--- config.mk ---
export PLATFORM = sky130hd
export DESIGN_NAME = alu_issue_stage
export DESIGN_NICKNAME = d
export VERILOG_FILES = /design/src/rtl/alu_issue_stage.sv
export SDC_FILE = /design/constraint.sdc
export NUM_CORES = 1
export LEC_CHECK = 0
export CAP_MARGIN = 20
export CORE_UTILIZATION = 40
export DETAILED_ROUTE_END_ITERATION = 8
export PLACE_DENSITY = 0.71
export SLEW_MARGIN = 20
export SYNTH_ARGS = -nofsm -noshare
export SYNTH_HDL_FRONTEND = slang
export SYNTH_SLANG_ARGS = --single-unit
--- constraint.sdc ---
create_clock -name clk -period 2.9 [get_ports clk]
set_input_delay 0.435 -clock clk [delete_from_list [all_inputs] [get_ports clk]]
set_output_delay 0.435 -clock clk [all_outputs]
set_load 0.1 [all_outputs]
--- src/rtl/alu_issue_stage.sv ---
// Issue stage in front of a combinational 8-bit ALU: command FIFO in, head drives the ALU, result/flags out.
// Optional ALU_ISSUE_STATS_EN adds saturating fire/error counters (stat_ops, stat_err).
module alu_issue_stage #(
  parameter int DEPTH = 4,
  parameter int LVL_W = 3
) (
  input  logic             clk,
  input  logic             rst,
  input  logic             cmd_valid,
  output logic             cmd_ready,
  input  logic [7:0]       cmd_a,
  input  logic [7:0]       cmd_b,
  input  logic [2:0]       cmd_opcode,
  output logic [7:0]       alu_a,
  output logic [7:0]       alu_b,
  output logic [2:0]       alu_opcode,
  input  logic [7:0]       alu_result,
  input  logic             alu_zero,
  input  logic             alu_overflow,
  input  logic             alu_carry,
  output logic             rsp_valid,
  input  logic             rsp_ready,
  output logic [7:0]       rsp_result,
  output logic             rsp_zero,
  output logic             rsp_overflow,
  output logic             rsp_carry,
  output logic             rsp_illegal,
  output logic [LVL_W-1:0] fifo_level
`ifdef ALU_ISSUE_STATS_EN
  ,
  output logic [15:0]      stat_ops,
  output logic [15:0]      stat_err
`endif
);

  localparam int PTR_W = $clog2(DEPTH);
  localparam logic [2:0] OP_AND = 3'd2;
  localparam logic [2:0] OP_DIV = 3'd5;

  typedef struct packed {
    logic [7:0] a;
    logic [7:0] b;
    logic [2:0] op;
  } cmd_t;

  cmd_t             mem [DEPTH];
  logic [PTR_W-1:0] wr_ptr, rd_ptr;
  cmd_t             head;
  logic             empty, full, push, fire, head_illegal;

  assign empty        = (fifo_level == '0);
  assign full         = (fifo_level == LVL_W'(DEPTH));
  assign cmd_ready    = !full;
  assign push         = cmd_valid && !full;
  assign fire         = !empty && (!rsp_valid || rsp_ready);
  assign head         = mem[rd_ptr];
  assign head_illegal = (head.op[2:1] == 2'b11);

  // Empty or illegal head parks the ALU on a harmless AND of zeros.
  always_comb begin
    alu_a      = '0;
    alu_b      = '0;
    alu_opcode = OP_AND;
    if (!empty && !head_illegal) begin
      alu_a      = head.a;
      alu_b      = head.b;
      alu_opcode = head.op;
    end
  end

  // NOTE: storage has no reset; validity is tracked by the pointers and level alone.
  always_ff @(posedge clk) begin
    if (push) mem[wr_ptr] <= '{a: cmd_a, b: cmd_b, op: cmd_opcode};
  end

  // NOTE: all sequential state uses non-blocking assignments so every flop samples pre-edge values.
  always_ff @(posedge clk or posedge rst) begin
    if (rst) begin
      wr_ptr     <= '0;
      rd_ptr     <= '0;
      fifo_level <= '0;
    end else begin
      if (push) wr_ptr <= wr_ptr + PTR_W'(1);
      if (fire) rd_ptr <= rd_ptr + PTR_W'(1);
      case ({push, fire})
        2'b10:   fifo_level <= fifo_level + LVL_W'(1);
        2'b01:   fifo_level <= fifo_level - LVL_W'(1);
        default: ;
      endcase
    end
  end

  always_ff @(posedge clk or posedge rst) begin
    if (rst) begin
      rsp_valid    <= 1'b0;
      rsp_result   <= '0;
      rsp_zero     <= 1'b0;
      rsp_overflow <= 1'b0;
      rsp_carry    <= 1'b0;
      rsp_illegal  <= 1'b0;
    end else if (fire) begin
      rsp_valid    <= 1'b1;
      rsp_result   <= head_illegal ? 8'h00 : alu_result;
      rsp_zero     <= !head_illegal && alu_zero;
      rsp_overflow <= !head_illegal && alu_overflow;
      rsp_carry    <= !head_illegal && alu_carry;
      rsp_illegal  <= head_illegal;
    end else if (rsp_valid && rsp_ready) begin
      rsp_valid <= 1'b0;
    end
  end

`ifdef ALU_ISSUE_STATS_EN
  logic fire_err;
  assign fire_err = head_illegal || (head.op == OP_DIV && head.b == 8'h00);

  always_ff @(posedge clk or posedge rst) begin
    if (rst) begin
      stat_ops <= '0;
      stat_err <= '0;
    end else if (fire) begin
      if (stat_ops != 16'hFFFF) stat_ops <= stat_ops + 16'd1;
      if (fire_err && stat_err != 16'hFFFF) stat_err <= stat_err + 16'd1;
    end
  end
`endif

endmodule

==> impl_metrics.toml, run 1 <==
[floorplanning]
die_span_y_um = 99.7
io_pins = 70
starting_utilization_of_the_core_area = 0.414
die_w_um = 99.7
floorplan.rows = 35
fp.coreArea_mm2 = 0.00924
design.die.area_mm2 = 0.00995

[setup_path]
crit_end = "alu_a[3]"
timing.rr.start = "fifo_level[0]$_DFFE_PP0P_"
path_max_fanout = 17
startpoint = "rd_ptr[0]$_DFFE_PP0P_"
critPathRequiredTime_ns = 2.47
critPathCaptureType = "output pin"
startpoint_type = "register"
reg2reg_setup_slack_ns = 0.50
critPathMaxStageDelay_ns = 0.56
critPathArrivalTime_ns = 2.23
critical_path.slowest_cell = "sky130_fd_sc_hd__mux4_2"
critical_path.cell_chain = "mux4_2 -> a21o_2 -> nor2b_1 -> buf_12"
crit_type = "register to output pin"
timing.reg2reg.worst_path_depth = 9
rr_endpoint = "fifo_level[2]$_DFFE_PP0P_"

[detailed_routing]
routed_wire_length_per_instance_um = 17.0
antenna_violating_nets_post_route = 0
dr.pass1.iters = 4
drt_wl_total_mm = 7.11
num_vias = 2043
route.detailed.vias_per_inst = 4.89
drc = 0
dr.first_iter.drc_count = 142

[synthesis]
syn_area_mm2 = 0.00382
top_area_cells_in_the_synthesized_netlist = "sky130_fd_sc_hd__edfxtp_1 60%, sky130_fd_sc_hd__dfrtp_1 13%, sky130_fd_sc_hd__mux4_2 11%"
synth-seq-cells = 96
synth_enable_flop_cells = 76
synth-main-ff-cell = "sky130_fd_sc_hd__edfxtp_1"
netlist-cell-type-count = 30
synth_async_sr_flop_share = 0.208
yosysSeqAreaShare = 0.728
mapped_cells = 203
synth_warnings = 0
syn_avg_cell_area_um2 = 18.8
synth_fp_nets = 243
synth_top_cell_by_area = "sky130_fd_sc_hd__edfxtp_1"
synth_top_area_share = 0.597

[min_path]
worst_hold_path_type = "register to register"

[cts]
clockBufferDepth = 2
htree_levels = 3
clock-root-buffer = "sky130_fd_sc_hd__clkbuf_8"
tritoncts = "built"
tritoncts.num_buffers = 9
clk_latency_ns = 0.36
numClockSinks = 96
cts.reportedPaths.clkPinSlew_ns = 0.08

[global_route]
overflow = 0
first_pass_grt_wire_length_mm = 11.0
grt_start_max_net_pins = 21
number_of_antenna_violations_at_the_first_check_in_global_routing = 0
gr-usage-all-layers = 0.152
grt_pass1_vias = 2108

[sta]
final-hold-violation-count = 0
timing.max_slew.rel_slack = 0.469
post-route-period-util = 0.920
post-route-min-period_ns = 2.67
grt_setup_unrepaired = "no"
total_neg_setup_slack_ns = 0
timing.clock.skew_ns = 0.00968
finalMaxSlewViolations = 0
setup_viol = 0
clock.fmax_mhz = 375
transition_time_at_the_pin_with_the_least_slew_margin_ns = 0.796

[cells_and_area]
areaGrowthSynthToFinish_pct = 32.7
final_core_utilization = 0.549
fillCellCount = 739
final_layout_size_suffix_gt1_frac = 0.298
final_nets = 324
num_antenna_cells = 0

[placement]
placement.io_buffers = 69
gp_congestion = 0.706
dpl.hpwl_mm = 4.69

[outcome]
run_status = "completed"

[run]
max_cap_viol_count = 0
-- synthesized netlist by cell type, types with 2 or more instances --
library cell,count
sky130_fd_sc_hd__edfxtp_1,76
sky130_fd_sc_hd__dfrtp_1,20
sky130_fd_sc_hd__mux4_2,19
sky130_fd_sc_hd__nor2b_1,16
sky130_fd_sc_hd__nand3_1,12
sky130_fd_sc_hd__o2bb2ai_1,11
sky130_fd_sc_hd__inv_1,8
sky130_fd_sc_hd__ha_1,5
sky130_fd_sc_hd__and3_1,4
sky130_fd_sc_hd__xnor2_1,4
sky130_fd_sc_hd__buf_2,3
sky130_fd_sc_hd__and2_1,2
sky130_fd_sc_hd__buf_4,2
sky130_fd_sc_hd__clkbuf_1,2
sky130_fd_sc_hd__mux2_2,2
sky130_fd_sc_hd__nand2_1,2
sky130_fd_sc_hd__xor2_1,2
-- area by class of cell --
class | count | area [µm²] | share of cell area
Clock buffer | 10 | 128 | 0.0252
Clock inverter | 6 | 92.6 | 0.0183
Inverter | 8 | 30.0 | 0.00592
Multi-Input combinational cell | 90 | 962 | 0.190
Sequential cell | 96 | 2780 | 0.549
Tap cell | 129 | 161 | 0.0318
Timing Repair Buffer | 79 | 913 | 0.180
-- cell usage in the layout (no fill, tap or decap) --
cell type                         Yosys  routed
sky130_fd_sc_hd__dfrtp_2              0       1
sky130_fd_sc_hd__nor3b_2              0       1
sky130_fd_sc_hd__clkdlybuf4s50_1      0      33
sky130_fd_sc_hd__or3b_2               0       1
sky130_fd_sc_hd__mux2_2               2       2
sky130_fd_sc_hd__inv_1                8       8
sky130_fd_sc_hd__edfxtp_1            76      76
sky130_fd_sc_hd__a21o_2               0       1
sky130_fd_sc_hd__bufinv_16            0       2
sky130_fd_sc_hd__ha_1                 5       5
sky130_fd_sc_hd__nand2_1              2       2
sky130_fd_sc_hd__clkbuf_8             0       9
sky130_fd_sc_hd__or3_1                1       1
sky130_fd_sc_hd__nor2b_1             16      16
sky130_fd_sc_hd__and3_1               4       4
sky130_fd_sc_hd__fa_1                 1       1
sky130_fd_sc_hd__mux4_2              19      19
sky130_fd_sc_hd__and2_1               2       2
sky130_fd_sc_hd__o2bb2ai_1           11      11
sky130_fd_sc_hd__mux2i_1              1       1
sky130_fd_sc_hd__nor2_1               1       1
sky130_fd_sc_hd__xor2_1               2       2
sky130_fd_sc_hd__clkinv_4             0       2
sky130_fd_sc_hd__clkinv_1             0       1
sky130_fd_sc_hd__nor3_1               1       1
sky130_fd_sc_hd__nand2b_1             1       1
sky130_fd_sc_hd__dfrtp_1             20      19
sky130_fd_sc_hd__xnor2_1              4       4
sky130_fd_sc_hd__nand3_1             12      12
sky130_fd_sc_hd__inv_8                0       1
sky130_fd_sc_hd__clkbuf_1             2       1
sky130_fd_sc_hd__buf_12               0      19
sky130_fd_sc_hd__and2b_1              1       1
sky130_fd_sc_hd__buf_4                2      27
sky130_fd_sc_hd__or2_2                1       1
-- timing repair --
item	CTS	global route
buffers inserted	0	0
setup endpoints to repair	0	8
resized for setup	0	1
hold buffers	0	0
-- critical path, delay by kind of cell, from the launching register on --
family,cells,cell delay (ns)
mux,1,0.56
flops,1,0.44
compound gates,1,0.39
simple gates,1,0.27
buf+inv,1,0.21
-- kinds of logic after synthesis --
logic type / count (synthesis) / synth area share
AOI/OAI and AO/OA: 12 / 0.0272
xor gates and xnor gates: 6 / 0.0138
adders and majority gates: 6 / 0.0216
buffers and inverters: 17 / 0.0216
DFF: 96 / 0.728
muxes: 22 / 0.120
and+or+nand+nor: 44 / 0.0671
-- stage by stage --
step                hold WS (ns)  std cells  cell area (µm²)  setup slack [ns]
detailed placement         0.475        402             4850             0.477
global placement           0.475        402             4850             0.526
floorplan                  0.399        203             3830            -0.500
CTS                        0.499        418             5070            0.0813
global route               0.512        418             5070             0.113
finish                     0.493        418             5070             0.232
-- state kept, by name (all words and copies together) (netlist names) --
signal,cells
mem,76
rsp_result,8
fifo_level,3
rd_ptr,2
wr_ptr,2
rsp_carry,1
rsp_illegal,1
rsp_overflow,1
rsp_valid,1
rsp_zero,1
-- worst min path at each step --
stage | cells after the start | from | to | slack (ns)
final | 1 | rsp_carry$_DFFE_PP0P_ | rsp_carry$_DFFE_PP0P_ | 0.49
after global routing | 1 | rsp_overflow$_DFFE_PP0P_ | rsp_overflow$_DFFE_PP0P_ | 0.51
after CTS | 1 | rsp_carry$_DFFE_PP0P_ | rsp_carry$_DFFE_PP0P_ | 0.50
after detailed placement | 1 | rsp_zero$_DFFE_PP0P_ | rsp_zero$_DFFE_PP0P_ | 0.48
after global placement | 1 | rsp_result[7]$_DFFE_PP0P_ | rsp_result[7]$_DFFE_PP0P_ | 0.48
after floorplan | 1 | rst | fifo_level[0]$_DFFE_PP0P_ | 0.40
-- layer usage --
| metal | GRT usage | part of all wire |
|---|---|---|
| met1 | 0.200 | 0.43 |
| met2 | 0.242 | 0.52 |
| met3 | 0.0351 | 0.032 |
| met4 | 0.0679 | 0.018 |
| met5 | 0 | 0 |
Power of run 1 is not shown: default switching activity piles up to over one toggle a cycle in this logic, so the estimate is an artifact.
==> run 2, diff against run 1 <==
- PLACE_DENSITY: 0.71 -> default
- PLACE_DENSITY_LB_ADDON: default -> 0.12
==> run 2 against run 1 <==
  * Routed wire length down 2.5%
  * Core utilization down 0.53 points
  * Flip-flop and latch count unchanged
  * Maximum frequency up 0.41%
  * Non-clock buffer count unchanged
  * First-iteration DRC count down 50%
  * Worst setup slack better by 0.011 ns
==> impl_metrics.toml, run 2 (synthesis results as in run 1) <==
[global_route]
first_pass_grt_wire_length_mm = 11.5
grt_start_max_net_pins = 21
number_of_antenna_violations_at_the_first_check_in_global_routing = 0
gr-usage-all-layers = 0.157
overflow = 0
grt_pass1_vias = 2205

[sta]
setup_viol = 0
post-route-period-util = 0.916
timing.max_slew.rel_slack = 0.483
transition_time_at_the_pin_with_the_least_slew_margin_ns = 0.775
finalHoldWorstSlack_ns = 0.495
timing.clock.skew_ns = 0.0146
final-hold-violation-count = 0
clock.fmax_mhz = 376
grt_setup_unrepaired = "no"
finalMaxSlewViolations = 0
post-route-min-period_ns = 2.66

[detailed_routing]
routed_wire_length_per_instance_um = 16.6
drt_wl_total_mm = 6.94
dr.first_iter.drc_count = 71
drc = 0
dr.pass1.iters = 4
antenna_violating_nets_post_route = 0
route.detailed.vias_per_inst = 4.94
num_vias = 2065

[outcome]
run_status = "completed"

[cells_and_area]
final_common_cell = "sky130_fd_sc_hd__edfxtp_1"
final_layout_size_suffix_gt1_frac = 0.301
largest_register_ff_count = 76
register_name_with_the_most_flops = "mem"
areaGrowthSynthToFinish_pct = 31.4
leading_cell_types_in_the_layout_fill_and_taps_excluded = "76 x sky130_fd_sc_hd__edfxtp_1, 33 x sky130_fd_sc_hd__clkdlybuf4s50_1, 27 x sky130_fd_sc_hd__buf_4"
biggestRegsByFlops = "mem x76, rsp_result x8, fifo_level x3"
num_antenna_cells = 0
post-route-cell-area_mm2 = 0.00502
finalNonFillerCells = 418
final_core_utilization = 0.544
final_nets = 324

[cts]
tritoncts.num_buffers = 9
clock-root-buffer = "sky130_fd_sc_hd__clkbuf_8"
clockBufferDepth = 2
clk_latency_ns = 0.35
cts_resized = 0
post-cts-setup-buffer-count = 0
numClockSinks = 96
htree_levels = 3
cts_hold_repair.buffers = 0
cts.reportedPaths.clkPinSlew_ns = 0.09
tritoncts = "built"

[floorplanning]
floorplan.rows = 35
design.die.area_mm2 = 0.00995
fp.coreArea_mm2 = 0.00924
io_pins = 70
die_w_um = 99.7
starting_utilization_of_the_core_area = 0.414
die_span_y_um = 99.7

[placement]
dpl.cell_count = 402
dpl.hpwl_mm = 4.50
gp_congestion = 0.700
placement.io_buffers = 69
placedInstanceArea_mm2 = 0.00485

[setup_path]
path_max_fanout = 17
critPathCaptureType = "output pin"
worst-path-buf-inv = 1
timing.rr.start = "fifo_level[0]$_DFFE_PP0P_"
timing.reg2reg.worst_path_depth = 9
rr_endpoint = "fifo_level[2]$_DFFE_PP0P_"
startpoint = "rd_ptr[0]$_DFFE_PP0P_"
reg2reg_setup_slack_ns = 0.53
critPathMaxStageDelay_ns = 0.57
critical_path.top_delay_family = "multiplexers"
crit_end = "alu_a[3]"
critical_path.slowest_cell = "sky130_fd_sc_hd__mux4_2"
critPathArrivalTime_ns = 2.22
startpoint_type = "register"
cp.depth = 4
critical_path.cell_chain = "mux4_2 -> a21o_2 -> nor2b_1 -> buf_12"
critPathRequiredTime_ns = 2.47
crit_type = "register to output pin"

[min_path]
worst_hold_path_type = "register to register"
worst_hold_stages = 1

[run]
max_cap_viol_count = 0
-- run 2: cell count changes in the layout (fill, tap and decap cells not counted), sizes merged --
cell | previous run | this run
clkinvlp | 0 | 1
clkinv | 3 | 4
bufinv | 2 | 0
-- run 2: worst register-to-register path: cells and delay by family, from the launching register on --
family / cells / cell delay (ns)
simple gates: 3 / 0.88
fa+ha+maj: 2 / 0.54
flops: 1 / 0.45
xor+xnor: 2 / 0.30
buf+inv: 2 / 0.13
-- run 2: layout make-up --
class	instances	area (µm²)
clock buffer	10	128
clock inverter	6	43.8
fill	760	4220
inverter	8	30.0
multi-input combinational	90	962
sequential	96	2780
tap	129	161
timing repair buffer	79	913
-- run 2: through the flow --
step / setup slack, ns / TNS, ns
3_3_place_gp: 0.518 / 0
5_1_grt: 0.0946 / 0
3_5_place_dp: 0.465 / 0
6_report: 0.243 / 0
4_1_cts: 0.0636 / 0
2_1_floorplan: -0.500 / -7.42
-- run 2: per-layer routing --
metal  vias up  part of all wire  track usage  wire length (µm)
met5         -                 0            0                 0
met4         0             0.018       0.0679               122
met3        11             0.048       0.0337               331
met2        56              0.50        0.254              3460
met1      1049              0.44        0.205              3030
li1        949                 -            -                 -
-- run 2: worst min path at each step --
stage	endpoint	start	slack [ns]
after floorplan	fifo_level[0]$_DFFE_PP0P_	rst	0.40
after global placement	rsp_result[0]$_DFFE_PP0P_	rsp_result[0]$_DFFE_PP0P_	0.48
after detailed placement	rsp_result[0]$_DFFE_PP0P_	rsp_result[0]$_DFFE_PP0P_	0.48
after CTS	rsp_result[0]$_DFFE_PP0P_	rsp_result[0]$_DFFE_PP0P_	0.50
after global routing	rsp_result[0]$_DFFE_PP0P_	rsp_result[0]$_DFFE_PP0P_	0.51
final	rsp_result[0]$_DFFE_PP0P_	rsp_result[0]$_DFFE_PP0P_	0.50
Power of run 2 is left out for the same reason.
